==> src/rtl/elastic_pipe_reg_if.sv <==
// Handshake bundle for one elastic pipeline boundary: upstream valid/ready/data,
// downstream valid/ready/data and the occupancy count.
interface elastic_pipe_reg_if #(
  parameter int WIDTH = 32
);
  logic             In_Valid;
  logic             In_Ready;
  logic [WIDTH-1:0] In_Data;
  logic             Out_Valid;
  logic             Out_Ready;
  logic [WIDTH-1:0] Out_Data;
  logic [1:0]       Occupancy;

  // The pipeline stage itself.
  modport slave (
    input  In_Valid, In_Data, Out_Ready,
    output In_Ready, Out_Valid, Out_Data, Occupancy
  );

  // The producer/consumer side surrounding the stage.
  modport master (
    output In_Valid, In_Data, Out_Ready,
    input  In_Ready, Out_Valid, Out_Data, Occupancy
  );
endinterface

==> src/rtl/elastic_pipe_reg.sv <==
// Elastic pipeline register: main register plus one skid entry, full throughput,
// In_Ready decoded from state only, flush squashes everything held.
module elastic_pipe_reg #(
  parameter int               WIDTH     = 32,
  parameter logic [WIDTH-1:0] RESET_VAL = '0
) (
  input  logic                Clk,
  input  logic                Rst,
  input  logic                Flush,
  elastic_pipe_reg_if.slave   pipe
);

  typedef enum logic [1:0] {
    EMPTY = 2'd0,
    ONE   = 2'd1,
    FULL  = 2'd2
  } state_t;

  state_t           state_q, state_d;
  logic [WIDTH-1:0] main_q, main_d;
  logic [WIDTH-1:0] skid_q, skid_d;
  logic             in_fire;
  logic             out_fire;

  assign in_fire  = pipe.In_Valid  && pipe.In_Ready;
  assign out_fire = pipe.Out_Valid && pipe.Out_Ready;

  always_ff @(posedge Clk) begin
    if (Rst) begin
      state_q <= EMPTY;
      main_q  <= RESET_VAL;
      skid_q  <= RESET_VAL;
    end else begin
      state_q <= state_d;
      main_q  <= main_d;
      skid_q  <= skid_d;
    end
  end

  always_comb begin
    state_d = state_q;
    main_d  = main_q;
    skid_d  = skid_q;
    if (Flush) begin
      // Beats accepted this cycle are dropped; a concurrent out_fire still counts downstream.
      state_d = EMPTY;
      main_d  = RESET_VAL;
      skid_d  = RESET_VAL;
    end else begin
      case (state_q)
        EMPTY: begin
          if (in_fire) begin
            state_d = ONE;
            main_d  = pipe.In_Data;
          end
        end
        ONE: begin
          if (in_fire && out_fire) begin
            main_d = pipe.In_Data;
          end else if (in_fire) begin
            state_d = FULL;
            skid_d  = pipe.In_Data;
          end else if (out_fire) begin
            state_d = EMPTY;
          end
        end
        FULL: begin
          if (out_fire) begin
            state_d = ONE;
            main_d  = skid_q;
          end
        end
        default: begin
          state_d = EMPTY;
        end
      endcase
    end
  end

  assign pipe.Out_Valid = (state_q != EMPTY);
  assign pipe.In_Ready  = (state_q != FULL) && !Rst;
  assign pipe.Occupancy = state_q;
  assign pipe.Out_Data  = main_q;

endmodule

==> src/flat_wrapper.sv <==
// flat-port wrapper written by rule: the top's interface ports become plain ports
module elastic_pipe_reg_flat 
#(
  parameter int               WIDTH     = 32,
  parameter logic [WIDTH-1:0] RESET_VAL = '0
)
  (Clk, Rst, Flush, pipe_In_Valid, pipe_In_Data, pipe_Out_Ready, pipe_In_Ready, pipe_Out_Valid, pipe_Out_Data, pipe_Occupancy);
  elastic_pipe_reg_if #(.WIDTH(WIDTH)) pipe_i ();
  input  logic Clk;
  input  logic Rst;
  input  logic Flush;
  input wire logic [$bits(pipe_i.In_Valid)-1:0] pipe_In_Valid;
  input wire logic [$bits(pipe_i.In_Data)-1:0] pipe_In_Data;
  input wire logic [$bits(pipe_i.Out_Ready)-1:0] pipe_Out_Ready;
  output wire logic [$bits(pipe_i.In_Ready)-1:0] pipe_In_Ready;
  output wire logic [$bits(pipe_i.Out_Valid)-1:0] pipe_Out_Valid;
  output wire logic [$bits(pipe_i.Out_Data)-1:0] pipe_Out_Data;
  output wire logic [$bits(pipe_i.Occupancy)-1:0] pipe_Occupancy;
  assign pipe_i.In_Valid = pipe_In_Valid;
  assign pipe_i.In_Data = pipe_In_Data;
  assign pipe_i.Out_Ready = pipe_Out_Ready;
  assign pipe_In_Ready = pipe_i.In_Ready;
  assign pipe_Out_Valid = pipe_i.Out_Valid;
  assign pipe_Out_Data = pipe_i.Out_Data;
  assign pipe_Occupancy = pipe_i.Occupancy;
  elastic_pipe_reg #(.WIDTH(WIDTH), .RESET_VAL(RESET_VAL)) u_core (.Clk(Clk), .Rst(Rst), .Flush(Flush), .pipe(pipe_i));
endmodule
==> config.mk <==
export PLATFORM = sky130hd
export DESIGN_NAME = elastic_pipe_reg_flat
export DESIGN_NICKNAME = d
export VERILOG_FILES = /design/src/rtl/elastic_pipe_reg_if.sv /design/src/rtl/elastic_pipe_reg.sv /design/src/flat_wrapper.sv
export SDC_FILE = /design/constraint.sdc
export NUM_CORES = 1
export LEC_CHECK = 0
export CAP_MARGIN = 40
export CELL_PAD_IN_SITES_DETAIL_PLACEMENT = 0
export CELL_PAD_IN_SITES_GLOBAL_PLACEMENT = 2
export CORE_UTILIZATION = 29
export DETAILED_ROUTE_END_ITERATION = 6
export PLACE_DENSITY = 0.85
export SLEW_MARGIN = 10
export SYNTH_ARGS = -nofsm -noshare
export SYNTH_HDL_FRONTEND = slang
export SYNTH_SLANG_ARGS = --single-unit
==> constraint.sdc <==
create_clock -name Clk -period 1.86 [get_ports Clk]
set_input_delay 0.279 -clock Clk [delete_from_list [all_inputs] [get_ports Clk]]
set_output_delay 0.279 -clock Clk [all_outputs]
set_load 0.005 [all_outputs]
==> results.cfg, run 1 <==
[timing]
skew_ns = 0.00752
finalMaxSlewViolations = 0
relSlewSlack = 0.742
finalHoldViolCount = 0
fmax_mhz = 574
rsz0062_at_grt = no
setup_tns_ns = 0
tightest_slew_ns = 0.388
setup_viol = 0
finalCriticalPeriod_ns = 1.74
timing.final.crit_share = 0.937

[grt]
grt_pass1_wl_um = 14300
grt_max_degree = 38
overflow = 0
use_met3 = 0.0363
busiest_layer = met2
antenna_found_initial = 0
grt_pass1_vias = 2693
gr-usage-all-layers = 0.179
use_met2 = 0.285
use_met1 = 0.244

[logic_synthesis]
synth_area_leader_cell = dfxtp_1
yosysSeqAreaShare = 0.445
yosys.area_share.adder = 0
ys_top_cells_by_area = dfxtp_1, mux2i_1, a311oi_1
syn_area_um2 = 2970
synth_cells = 320
muxShareOfSynthArea = 0.111
syn-num-nets = 357
synth_xor_area_frac = 0
synth.avg_cell_area_um2 = 9.28
ys_ff_latch = 66
synth_top_family_by_area = compound AO/OA/AOI/OAI gates
synth_compound_area_frac = 0.295
yosys.area_share.simple = 0.0839
yosys_warnings = 0
synth_top_area_frac = 0.445
yosys.cell_types.count = 28

[setup_path]
crit_type = reg2out
crit_family = buffers and inverters
max_stage_delay_ns = 0.46
cp_max_fo = 7
cp_cell_sequence = or2_2 -> clkdlybuf4s50_1
cp.depth = 2
critPathArrivalTime_ns = 1.46
rr_worst_depth = 5
cp_num_buf_inv = 1
end_kind = primary output
critPathSlowestCell = clkdlybuf4s50_1
crit_required_ns = 1.58
crit_path_start_kind = flip-flop

[clock_tree]
cts_buffer_depth = 2
cts.sinks = 66
htreeDepth = 3
root_buffer = clkbuf_8
cts_tree = done
worstSkewPairLatency_ns = 0.34
clk_pin_slew_ns = 0.07
numCtsBuffers = 9
cts_hold_buf = 0

[hold_path]
hp-class = reg2reg
min_path_cells = 2

[power]
p_leak_nw = 1.55
power_density_nw_per_um2 = 747
ir_worst_vdd_v = 0.000289

[detailed_routing]
routed_via_density = 5.34
drt-pass1-iter-count = 4
drt_iter0_markers = 154
wirelength_um = 8910
vias = 2804
drc = 0
ant_nets = 0
wl_per_cell_um = 17.0

[finish]
nets = 424
drive_gt1_frac = 0.125
antenna_cells = 0
area_growth_pct = 39.9
final_cell_area_um2 = 4150

[die]
die_area_um2 = 10600
die_y_um = 103
start_util = 0.301
rows = 36
die_w_um = 103
fp.coreArea_um2 = 9860
ios = 73

[placed_design]
dp_hpwl_um = 5930
portBuffers = 72
postPlaceCellArea_um2 = 3950
globalplace.congestion = 0.744

[status]
status = finished clean

[job]
maxCapViolations = 0
-- through the flow --
stage | util | total power [W] | hold slack (ns) | setup slack, ns | std cells
after floorplan | - | 0.00167 | 0.352 | 0.459 | 320
after global placement | 0.401 | 0.00191 | 0.459 | 0.0951 | 509
after detailed placement | 0.401 | 0.00191 | 0.466 | 0.0311 | 509
after CTS | 0.421 | 0.00313 | 0.476 | 0.00122 | 525
after global routing | 0.421 | 0.00324 | 0.496 | 0.0618 | 525
final | 0.421 | 0.00310 | 0.475 | 0.117 | 525
-- final cells by class --
type | instances | area (um2)
clock inverters | 2 | 35.0
fillers | 970 | 5710
inverters | 1 | 3.75
repair buffers | 99 | 986
multi-input cells | 210 | 1480
flip-flops and latches | 66 | 1320
clock buffers | 14 | 163
well taps | 133 | 166
-- repair_timing --
item / 4_1_cts / 5_1_grt
hold endpoints to repair: 0 / 0
buffers inserted: 0 / 0
resized for setup: 0 / 1
setup endpoints to repair: 0 / 3
-- cell usage after synthesis --
cell type	count
or3b_2	1
nor2_1	2
and3b_1	1
o21ai_0	27
nand3_1	32
a211oi_1	32
o21ai_1	5
and2_1	1
nand2b_1	2
dfxtp_1	66
inv_1	1
a311oi_1	32
nand3b_1	1
a211oi_2	1
buf_2	11
a21oi_1	33
mux2i_1	33
o21ba_2	1
nand2_1	1
clkbuf_1	24
clkbuf_2	1
a31o_1	1
nor4bb_1	1
nand4bb_1	1
buf_4	2
or2_2	2
buf_1	4
clkbuf_4	1
-- metal layers --
metal	part of all wire	up-vias
met5	0	-
met4	0.016	0
met3	0.045	10
met2	0.47	77
met1	0.47	1346
li1	-	1371
-- report_power, final --
part           total, W  internal [W]  switching [W]
clock           0.00123      0.000693       0.000536
sequential      0.00146       0.00144      0.0000194
combinational  0.000414      0.000219       0.000195
total           0.00310       0.00235       0.000750
-- sequential cells by signal, indices dropped and copies added, names as in the netlist --
name	count
u_core.pipe.Out_Data	32
u_core.pipe.Occupancy	2
u_core.skid_q	32
-- layout by cell type (no fill, tap or decap), types with 2 or more instances in the layout --
cell and n:
a211oi_1 32, a21oi_1 33, a311oi_1 32, buf_12 5, buf_4 22, clkbuf_1 3, clkbuf_8 11, clkdlybuf4s50_1 72
dfxtp_1 65, mux2i_1 33, nand3_1 32, o21ai_0 27, o21ai_1 5, or2_2 2
-- kinds of logic after synthesis --
group / Yosys count
AOI/OAI and AO/OA: 132
buffers and inverters: 44
DFF: 66
muxes: 33
and+or+nand+nor: 45
-- worst reg2reg max path, stage by stage, from the launching register on --
cell      delay [ns]
dfxtp_1         0.33
buf_4           0.16
and3b_1         0.23
a31o_1          0.24
buf_12          0.18
a211oi_1        0.21
-- worst paths after layout --
kind	startpoint	end	slack, ns
worst max register to register	u_core.pipe.Occupancy[0]	u_core.pipe.Out_Data[7]	0.43
worst min-delay path	u_core.skid_q[3]	u_core.skid_q[3]	0.47
worst min register to register	u_core.skid_q[3]	u_core.skid_q[3]	0.47
worst max-delay path	u_core.pipe.Occupancy[1]	pipe_Out_Valid	0.12
Note: power is estimated with default switching activity, not from simulation.
==> run 2: changes to the inputs <==
- CORE_ASPECT_RATIO: not set -> 0.75
==> run 2 against run 1 <==
Compared with the run above:
- maximum frequency is 1.9% lower
- sequential share of layout area is 0.15 points lower
- clock skew hardly changed
- hold slack worse by 0.0015 ns
- sequential power hardly changed
- setup slack worse by 0.033 ns
- cell count is 1.1% lower
- sequential cell count stayed put
- die area hardly changed
- register-to-register slack worse by 0.05 ns
- clock power is 37% higher
- highest routed layer unchanged
==> results.cfg, run 2 (same netlist as run 1, synthesis figures left out) <==
[status]
status = finished clean

[power]
p_int_w = 0.00272
sw_frac_of_total = 0.233
p_seq_frac = 0.413
power_density_nw_per_um2 = 849
pwr-share-comb = 0.113
power_w = 0.00355
p_leak_nw = 1.56
switchingPower_w = 0.000827
power_frac_clock = 0.474
ir_worst_vdd_v = 0.000439

[setup_path]
crit_path_start_kind = flip-flop
crit_type = reg2out
cp_cell_sequence = nand2b_2 -> and2_1 -> clkdlybuf4s50_1
end_kind = primary output
r2r_slack_ns = 0.38
critPathSlowestCell = clkdlybuf4s50_1
crit_required_ns = 1.58
max_stage_delay_ns = 0.49
cp-endpoint = pipe_In_Ready
crit_start = u_core.pipe.Occupancy[0]
cp_max_fo = 6
r2r_start = u_core.pipe.Occupancy[1]
critPathArrivalTime_ns = 1.50
r2r-end = u_core.pipe.Out_Data[7]
rr_worst_depth = 5

[timing]
tightest_slew_ns = 0.384
rsz0062_at_grt = no
setup_viol = 0
finalCriticalPeriod_ns = 1.78
fin_ws_ns = 0.0841
finalMaxSlewViolations = 0
finalHoldViolCount = 0
timing.final.crit_share = 0.955
relSlewSlack = 0.744
fmax_mhz = 563
skew_ns = 0.00750

[clock_tree]
cts_tree = done
cts_buffer_depth = 2
clk_pin_slew_ns = 0.05
worstSkewPairLatency_ns = 0.33
cts_hold_buf = 0
htreeDepth = 3
post_cts_buffers = 0
root_buffer = clkbuf_16
numCtsBuffers = 9
cts.sinks = 66

[die]
ios = 73
fp.coreArea_um2 = 9810
die_area_um2 = 10700
start_util = 0.303
die_w_um = 119
die_y_um = 89.6
rows = 31

[grt]
grt_max_degree = 39
grt_pass1_vias = 2775
grt_pass1_wl_um = 14900
gr-usage-all-layers = 0.180
antenna_found_initial = 0
overflow = 0

[detailed_routing]
drc = 0
drt_iter0_markers = 143
vias = 2814
wirelength_um = 9160
drt-pass1-iter-count = 4
wl_per_cell_um = 17.6
ant_nets = 0
routed_via_density = 5.42

[finish]
area_growth_pct = 40.7
nets = 419
layout_common_cells = clkdlybuf4s50_1, dfxtp_1, mux2i_1, a21oi_1
antenna_cells = 0
drive_gt1_frac = 0.121
nFillCells = 949
mostFrequentLayoutCell = clkdlybuf4s50_1
regArea_um2 = 1320
multi_input_area_um2 = 1480

[placed_design]
globalplace.congestion = 0.749
portBuffers = 72
dp_hpwl_um = 5860
post-place-ws_ns = -0.0234

[hold_path]
min_path_cells = 2
hp-class = reg2reg

[job]
maxCapViolations = 0
[run 2: power groups by stage]
stage	Sequential (W)	Combinational, W	Clock, W
finish	0.00147	0.000401	0.00168
floorplan	0.00149	0.000176	0
global placement	0.00150	0.000393	0
detailed placement	0.00149	0.000398	0
CTS	0.00146	0.000401	0.00170
global route	0.00147	0.000432	0.00177
[run 2: how the worst min path moves through the flow]
stage	startpoint	to	slack, ns
floorplan	pipe_Out_Ready	u_core.pipe.Occupancy[1]	0.35
CTS	u_core.skid_q[0]	u_core.skid_q[0]	0.47
global placement	u_core.skid_q[29]	u_core.skid_q[29]	0.46
global route	u_core.skid_q[3]	u_core.skid_q[3]	0.49
finish	u_core.skid_q[25]	u_core.skid_q[25]	0.47
detailed placement	u_core.skid_q[25]	u_core.skid_q[25]	0.47
[run 2: layout make-up]
type	instances	area share
clock buffers	11	0.0581
clock inverters	5	0.0129
inverters	1	0.000899
multi-input cells	210	0.354
flip-flops and latches	66	0.317
well taps	132	0.0395
repair buffers	94	0.218
[run 2: per-layer routing]
layer / vias to the layer above / part of all wire / global-route usage
li1: 1358 / - / -
met1: 1367 / 0.52 / 0.257
met4: 0 / 0.0066 / 0.0552
met3: 7 / 0.051 / 0.0461
met2: 82 / 0.43 / 0.267
met5: - / 0 / 0
[run 2: timing repair]
item	CTS	global route
hold endpoints to repair	0	0
setup endpoints to repair	0	1
gates resized for setup	0	2
[run 2: metrics by stage]
stage / hold WS [ns] / setup TNS (ns) / util / instances / instance area (um2)
after CTS: 0.473 / 0 / 0.425 / 519 / 4170
after detailed placement: 0.465 / -0.0396 / 0.395 / 503 / 3880
after global routing: 0.485 / 0 / 0.426 / 519 / 4180
final: 0.473 / 0 / 0.426 / 519 / 4180
after floorplan: 0.352 / 0 / - / 320 / 2970
after global placement: 0.459 / 0 / 0.395 / 503 / 3880
[run 2: worst max-delay path, delay by kind of cell, from the launching register on]
family	cells	cell delay [ns]
flip-flops	1	0.38
AND/OR/NAND/NOR	2	0.30
buffers and inverters	1	0.49
